<file path="config.mk">
export PLATFORM = sky130hd
export DESIGN_NAME = fifo_stream_reader
export DESIGN_NICKNAME = d
export VERILOG_FILES = /design/src/rtl/fifo_stream_reader_pkg.sv /design/src/rtl/stream_skid_buffer.sv /design/src/rtl/fifo_stream_reader.sv
export SDC_FILE = /design/constraint.sdc
export NUM_CORES = 1
export LEC_CHECK = 0
export BUFFER_PORTS_ARGS = -buffer_cell sky130_fd_sc_hd__buf_2
export CAP_MARGIN = 20
export CORE_ASPECT_RATIO = 1.1
export CORE_MARGIN = 2
export CORE_UTILIZATION = 61
export DETAILED_ROUTE_END_ITERATION = 7
export GPL_TIMING_DRIVEN = 0
export MAX_ROUTING_LAYER = met4
export PLACE_DENSITY = 0.92
export SETUP_SLACK_MARGIN = 0.5
export SLEW_MARGIN = 5
export SYNTH_ARGS = -nofsm -noshare
export SYNTH_HDL_FRONTEND = slang
export SYNTH_SLANG_ARGS = --single-unit
</file>
<file path="constraint.sdc">
create_clock -name clock -period 7 [get_ports clock]
set_input_delay 1.4 -clock clock [delete_from_list [all_inputs] [get_ports clock]]
set_output_delay 1.4 -clock clock [all_outputs]
set_load 0.1 [all_outputs]
</file>
<file path="src/rtl/fifo_stream_reader_pkg.sv">
// Shared types and defaults for the fifo stream reader.
// Holds the FSM state encoding and default data/length widths.
package fifo_stream_reader_pkg;

  localparam int DEF_WSIZE = 32;
  localparam int DEF_LENW  = 16;

  typedef enum logic [1:0] {
    IDLE  = 2'd0,
    RUN   = 2'd1,
    DRAIN = 2'd2
  } state_t;

endpackage

</file>
<file path="src/rtl/stream_skid_buffer.sv">
// Two-entry in-order word buffer between fifo capture and downstream.
// Ports: clock, reset, push/push_data (capture), pop, occ (0..2), head.
module stream_skid_buffer #(
  parameter int WSIZE = 32
) (
  input  logic             clock,
  input  logic             reset,
  input  logic             push,
  input  logic [WSIZE-1:0] push_data,
  input  logic             pop,
  output logic [1:0]       occ,
  output logic [WSIZE-1:0] head
);

  logic [WSIZE-1:0] tail;

  always_ff @(posedge clock or posedge reset) begin
    if (reset) begin
      occ  <= 2'd0;
      head <= '0;
      tail <= '0;
    end else begin
      unique case ({push, pop})
        2'b10: begin
          if (occ == 2'd0) head <= push_data;
          else             tail <= push_data;
          occ <= occ + 2'd1;
        end
        2'b01: begin
          head <= tail;
          occ  <= occ - 2'd1;
        end
        // Push and pop together: occupancy stays, the
        // incoming word lands behind whatever remains.
        2'b11: begin
          if (occ == 2'd2) begin
            head <= tail;
            tail <= push_data;
          end else begin
            head <= push_data;
          end
        end
        default: ;
      endcase
    end
  end

endmodule

</file>
<file path="src/rtl/fifo_stream_reader.sv">
// Reads a burst of words from a 1-cycle-latency fifo and streams them out.
// Ports: clock, reset, start/burst_len, fifo if, word_out/ready/hold, status.
module fifo_stream_reader
  import fifo_stream_reader_pkg::*;
#(
  parameter int WSIZE = DEF_WSIZE,
  parameter int LENW  = DEF_LENW
) (
  input  logic             clock,
  input  logic             reset,
  input  logic             start,
  input  logic [LENW-1:0]  burst_len,
  input  logic [WSIZE-1:0] fifo_data_out,
  input  logic             fifo_empty,
  output logic             fifo_read_en,
  output logic [WSIZE-1:0] word_out,
  output logic             word_ready,
  input  logic             word_out_hold,
  output logic             busy,
  output logic             burst_done,
  output logic [LENW-1:0]  words_sent
);

  localparam logic [LENW-1:0] ONE = LENW'(1);

  state_t          state, state_nx;
  logic [LENW-1:0] len, issued;
  logic            inflight;
  logic            done_q, done_nx;
  logic [1:0]      occ;
  logic            pop, rd, room;
  logic [2:0]      used;

  assign word_ready = (occ != 2'd0);
  assign pop        = word_ready & ~word_out_hold;

  // Words already committed to the buffer (held or in flight),
  // less the one leaving this cycle, must leave a free slot.
  assign used = {1'b0, occ} + {2'b00, inflight};
  assign room = used < (3'd2 + {2'b00, pop});

  assign rd = (state == RUN) & ~fifo_empty
            & (issued < len) & room;

  assign fifo_read_en = rd;
  assign busy         = (state == RUN) | (state == DRAIN);
  assign burst_done   = done_q;

  always_comb begin
    state_nx = state;
    done_nx  = 1'b0;
    unique case (state)
      IDLE: begin
        if (start) begin
          if (burst_len != '0) state_nx = RUN;
          else                 done_nx  = 1'b1;
        end
      end
      RUN: begin
        if (rd && (issued + ONE == len)) state_nx = DRAIN;
      end
      DRAIN: begin
        if (occ == 2'd0 && !inflight) begin
          state_nx = IDLE;
          done_nx  = 1'b1;
        end
      end
      default: state_nx = IDLE;
    endcase
  end

  always_ff @(posedge clock or posedge reset) begin
    if (reset) begin
      state      <= IDLE;
      done_q     <= 1'b0;
      inflight   <= 1'b0;
      len        <= '0;
      issued     <= '0;
      words_sent <= '0;
    end else begin
      state    <= state_nx;
      done_q   <= done_nx;
      inflight <= rd;
      if (state == IDLE && start && burst_len != '0) begin
        len        <= burst_len;
        issued     <= '0;
        words_sent <= '0;
      end else begin
        if (rd)  issued     <= issued + ONE;
        if (pop) words_sent <= words_sent + ONE;
      end
    end
  end

  stream_skid_buffer #(
    .WSIZE(WSIZE)
  ) u_buf (
    .clock    (clock),
    .reset    (reset),
    .push     (inflight),
    .push_data(fifo_data_out),
    .pop      (pop),
    .occ      (occ),
    .head     (word_out)
  );

endmodule

</file>
# After elaboration in Yosys (flattened, before gate mapping)

Cells that the tools add are included.

Bits in writable memories: 0
Input port bits: 53
Flip-flop bits (word level): 118
Logic and storage cells: 75
ROM bits: 0
Memories: 0
Output and inout port bits: 52
Bits in latches: 0

Bitwise logic cells: 7
Add/sub/neg operators: 6
Divide/modulo/power cells: 0
$lt $le $gt $ge: 2
Multiply operators: 0
Multiplexer cells: 20
Shift-type cells: 0
Reductions and logical operators: 17
Equality and inequality tests: 14

Operators by type and width:

| operator              | count |
|---|---|
| $mux 32               | 4 |
| $pmux 32 s3           | 1 |
| $mux 16               | 4 |
| $pmux 32 s2           | 1 |
| $add 16x1->16 const B | 2 |
| $eq 16x16->1          | 1 |
| $lt 16x16->1          | 1 |
| $reduce_bool 16->1    | 1 |
| $reduce_bool 2->1     | 5 |
| $eq 2x2->1 const B    | 4 |
| $mux 2                | 4 |
| $ne 2x2->1 const B    | 4 |
| $ne 2x1->1 const B    | 3 |
| $pmux 2 s3            | 1 |
| $and 1x1->1           | 4 |
| $eq 2x1->1 const B    | 2 |
| $logic_and 1x1->1     | 4 |
| $logic_not 2->1       | 2 |
| $pmux 2 s2            | 1 |
| $reduce_and 4->1      | 1 |
| $add 2x1->3           | 1 |
| $add 2x1->3 const A   | 1 |
| $lt 3x3->1            | 1 |
| $mux 1                | 3 |
| other kinds (9)       | 10 |

# Logic depth before layout (Yosys ltp)

Word-level depth: 8
Gate-level depth with buffers: 12
Gate-level depth less buffers: 10

# Cells and area by module

A second synthesis with hierarchy kept.

Cells, all modules: 593
Area total of the unflattened synthesis: 6278.5 um2

By module, submodules not included:

| module             | times used | area each (um2) | seq. area each (um2) | cells an instance |
|---|---|---|---|---|
| fifo_stream_reader | 1          | 3244.4          | 1301.2               | 354 |
| stream_skid_buffer | 1          | 3034.2          | 1651.6               | 239 |

# Worst setup path before layout

OpenSTA, ideal clock, no wires.

Path type: input to output
Start: in word_out_hold
End: out fifo_read_en
Data arrival time: 2.792 ns
Path buffers: 0
Stages on the path: 5
Setup slack: 2.808 ns
Data required time: 5.600 ns
Path through: nand2b_1 -> o21ai_0 -> nand3_1 -> a21o_1 -> inv_1

Word-level cells in the longest chain between the ends: 5

Ends and longest elaborated chain:

| item               | RTL line                 | source |
|---|---|---|
| start: declaration | fifo_stream_reader.sv:18 | `input logic word_out_hold,` |
| $not 1->1          | fifo_stream_reader.sv:35 | `assign pop = word_ready & ~word_out_hold;` |
| $and 1x1->1        | fifo_stream_reader.sv:35 |  |
| $add 2x1->3        | fifo_stream_reader.sv:40 | `assign room = used < (3'd2 + {2'b00, pop});` |
| $lt 3x3->1         | fifo_stream_reader.sv:40 |  |
| $and 1x1->1        | fifo_stream_reader.sv:43 | `& (issued < len) & room;` |
| end: declaration   | fifo_stream_reader.sv:15 | `output logic fifo_read_en,` |

No other way between the ends.

# Final worst setup path

Start: reg issued[1]
End: out fifo_read_en

Word-level cells in the longest chain between the ends: 3

Ends and longest elaborated chain:

| item                      | RTL line                 | source |
|---|---|---|
| start: declaration        | fifo_stream_reader.sv:27 | `logic [LENW-1:0] len, issued;` |
| start signal: assignment  | fifo_stream_reader.sv:89 | `if (rd) issued <= issued + ONE;` |
| $lt 16x16->1              | fifo_stream_reader.sv:43 |  |
| $and 1x1->1 (2 in series) | fifo_stream_reader.sv:43 |  |

No other way between the ends.

==> flow_summary.yaml <==
floorplan:
  dieArea_um2: 10700
  die_y_um: 108
  core_region_area_um2: 9750
  die_x_um: 98.9
  start_util_pct: 62.0
  num_io_pins: 105
  num_rows: 38
grt:
  grt_pass1_vias: 5321
  track_usage_pct: 30.4
  grt_max_degree: 66
  antenna_found_initial: 0
  grt_pass1_wl_mm: 24.9
  overflow: 0
timing:
  clock_skew_ps: 5.94
  relSlewSlack_pct: 49.0
  setup_viol: 0
  period_share_pct: 66.0
  hold_violations: 0
  period_minus_slack_ps: 4620
  drv_slew: 0
  holdWs_ps: 511
  max_freq_mhz: 216
  tightest_slew_ps: 746
  setup_tns_ps: 0
  grt_setup_unrepaired: "false"
routing:
  totalWireLength_mm: 15.3
  dr.pass1.iters: 5
  vias: 5090
  antenna_left: 0
  via_per_inst: 5.96
  drt_iter0_markers: 378
  avgRoutedWirePerCell_um: 18.0
  drc: 0
clock_tree:
  clk_pin_slew_ps: 60
  htreeDepth: 4
  cts.sinks: 118
  cts_buffers: 17
  cts_resized: 0
  post_cts_buffers: 0
  clk_path_buf_depth: 2
  ctsHoldBuffers: 0
  insertion_delay_ps: 530
  cts-root-buf: "clkbuf_8"
  cts_tree: "built"
critical_path:
  path_max_fanout: 6
  crit_required_ps: 5600
  cp-startpoint: "issued[1]"
  reg2regPathDepth: 8
  reg2reg_from: "u_buf.occ[0]"
  crit_path_start_kind: "register"
  cp.arrival_ps: 3220
  crit_path_end_kind: "output pin"
  crit_type: "reg2out"
logic_synthesis:
  yosys.area.top_type: "dfrtp_1"
  ys_warn_count: 0
  synthAdderAreaFrac_pct: 5.59
  synth_area_per_cell_um2: 10.1
  synthSimpleGateAreaFrac_pct: 13.8
  ys_seq_area_share_pct: 48.9
  synthMostInstantiatedCell: "dfrtp_1"
  yosys.area.top_type_share_pct: 48.9
  synth-edff-count: 0
  yosys-top-cells-count: "dfrtp_1 (118), nor2_1 (73), a21oi_1 (50)"
  synth_seq_cells: 118
  synth_cell_types: 49
  netlist_area_um2: 6040
  ys_async_sr_fraction_pct: 100
  synth.area.mux_share_pct: 6.32
  synth_top_family_by_area: "compound AO/OA/AOI/OAI gates"
  mappedNetlistNets: 677
  synth_flop_cell: "dfrtp_1"
  synth_xor_area_share_pct: 7.25
  synth_compound_area_share_pct: 14.1
  synthCells: 597
  synth_area_leaders: "dfrtp_1 (49%), mux2_2 (6.2%), ha_1 (5.6%), xnor2_1 (4.9%), nor2_1 (4.5%)"
hold_path:
  whs_path_depth: 1
  hold_path.class: "reg2reg"
  min_from: "u_buf.tail[5]"
final_layout:
  syn2layout_area_growth_pct: 20.3
  antenna_cells: 0
  final.fill_count: 625
  fin_nets: 801
  design_area_um2: 7270
  drive_above_1_share_pct: 24.7
placement:
  gp_congestion: 0.964
  post-dp-hpwl_mm: 10.8
  placed_area_um2: 6740
  port_buffers: 104
pwr:
  power.leakage_uw: 0.00330
  power.density_nw_per_um2: 551
  ir_worst_vdd_uv: 541
outcome:
  status: "complete, no violations"
flow_run:
  drv_cap: 0
flip-flops by register name, summed over array words and instances (netlist names):
signal	flops
words_sent	16
u_buf.head	32
burst_done	1
state	2
inflight	1
u_buf.occ	2
issued	16
u_buf.tail	32
len	16
cell families after synthesis:
| kind of cell | Yosys count |
|---|---|
| simple gates | 170 |
| compound gates | 135 |
| flops | 118 |
| buf+inv | 63 |
| xor+xnor | 50 |
| mux | 34 |
| fa+ha+maj | 27 |
layout make-up:
cell class,count,area [um^2],area share [%]
multi-input combinational,416,2840,39.1
clock buffer,17,414,5.70
tap,120,150,2.07
timing repair buffer,105,548,7.54
sequential,118,2950,40.6
buffer,31,125,1.72
inverter,32,125,1.72
clock inverter,15,110,1.51
critical path: stages (launching register included):
cell      delay, ps
dfrtp_1         460
ha_1            290
nor2b_1         130
o211ai_1        190
a211oi_1        130
or4b_1          580
a21o_1          260
inv_1           190
buf_2           470
report_power, final:
part	leakage (uW)	internal, uW	total (uW)	switching [uW]
clock network	0.000246	434	760	327
logic	0.00161	538	2070	1530
registers	0.00144	967	1170	206
placed cells by master, fill, tap and decap left out, types with 4 or more instances in the layout:
cell type	n
clkinvlp_4	5
nand3_1	14
nor2b_1	5
and3_1	5
a21oi_1	50
clkinv_2	4
dfrtp_1	118
clkbuf_1	27
nor2_1	73
xnor2_1	34
clkbuf_16	16
inv_1	30
a211oi_1	12
clkinv_4	5
or3_1	6
a22oi_1	34
nor4_1	7
nand4_1	12
ha_1	27
mux2_2	33
xor2_1	16
nand2_1	30
buf_2	105
o21ai_0	22
final timing paths:
path                            slack, ps        endpoint
worst max-delay path                 2380    fifo_read_en
worst min-delay path                  510   u_buf.tail[5]
worst max register to register       4070  u_buf.tail[13]
worst min register to register        510   u_buf.tail[5]
max in group asynchronous            5400  u_buf.head[11]
min in group asynchronous             930          len[1]
per-stage QoR:
step                      power [uW]  util [%]  setup WS, ps  instances
after global routing            4200      74.6          2260        854
after CTS                       4000      74.6          2360        854
after detailed placement        3230      69.2          2630        822
after global placement          3130      68.9          1320        821
final                           4000      74.6          2380        854
after floorplan                 2800         -          2470        597
metal layers:
metal	share of wire (%)	track usage (%)	vias to the layer above	wire length [um]
met5	0	-	-	0
met4	1.8	10.3	0	273
met3	7.0	8.86	34	1080
met2	53	52.2	193	8060
met1	39	34.2	2499	5920
li1	-	-	2364	-
(Power assumes the default switching activity.)
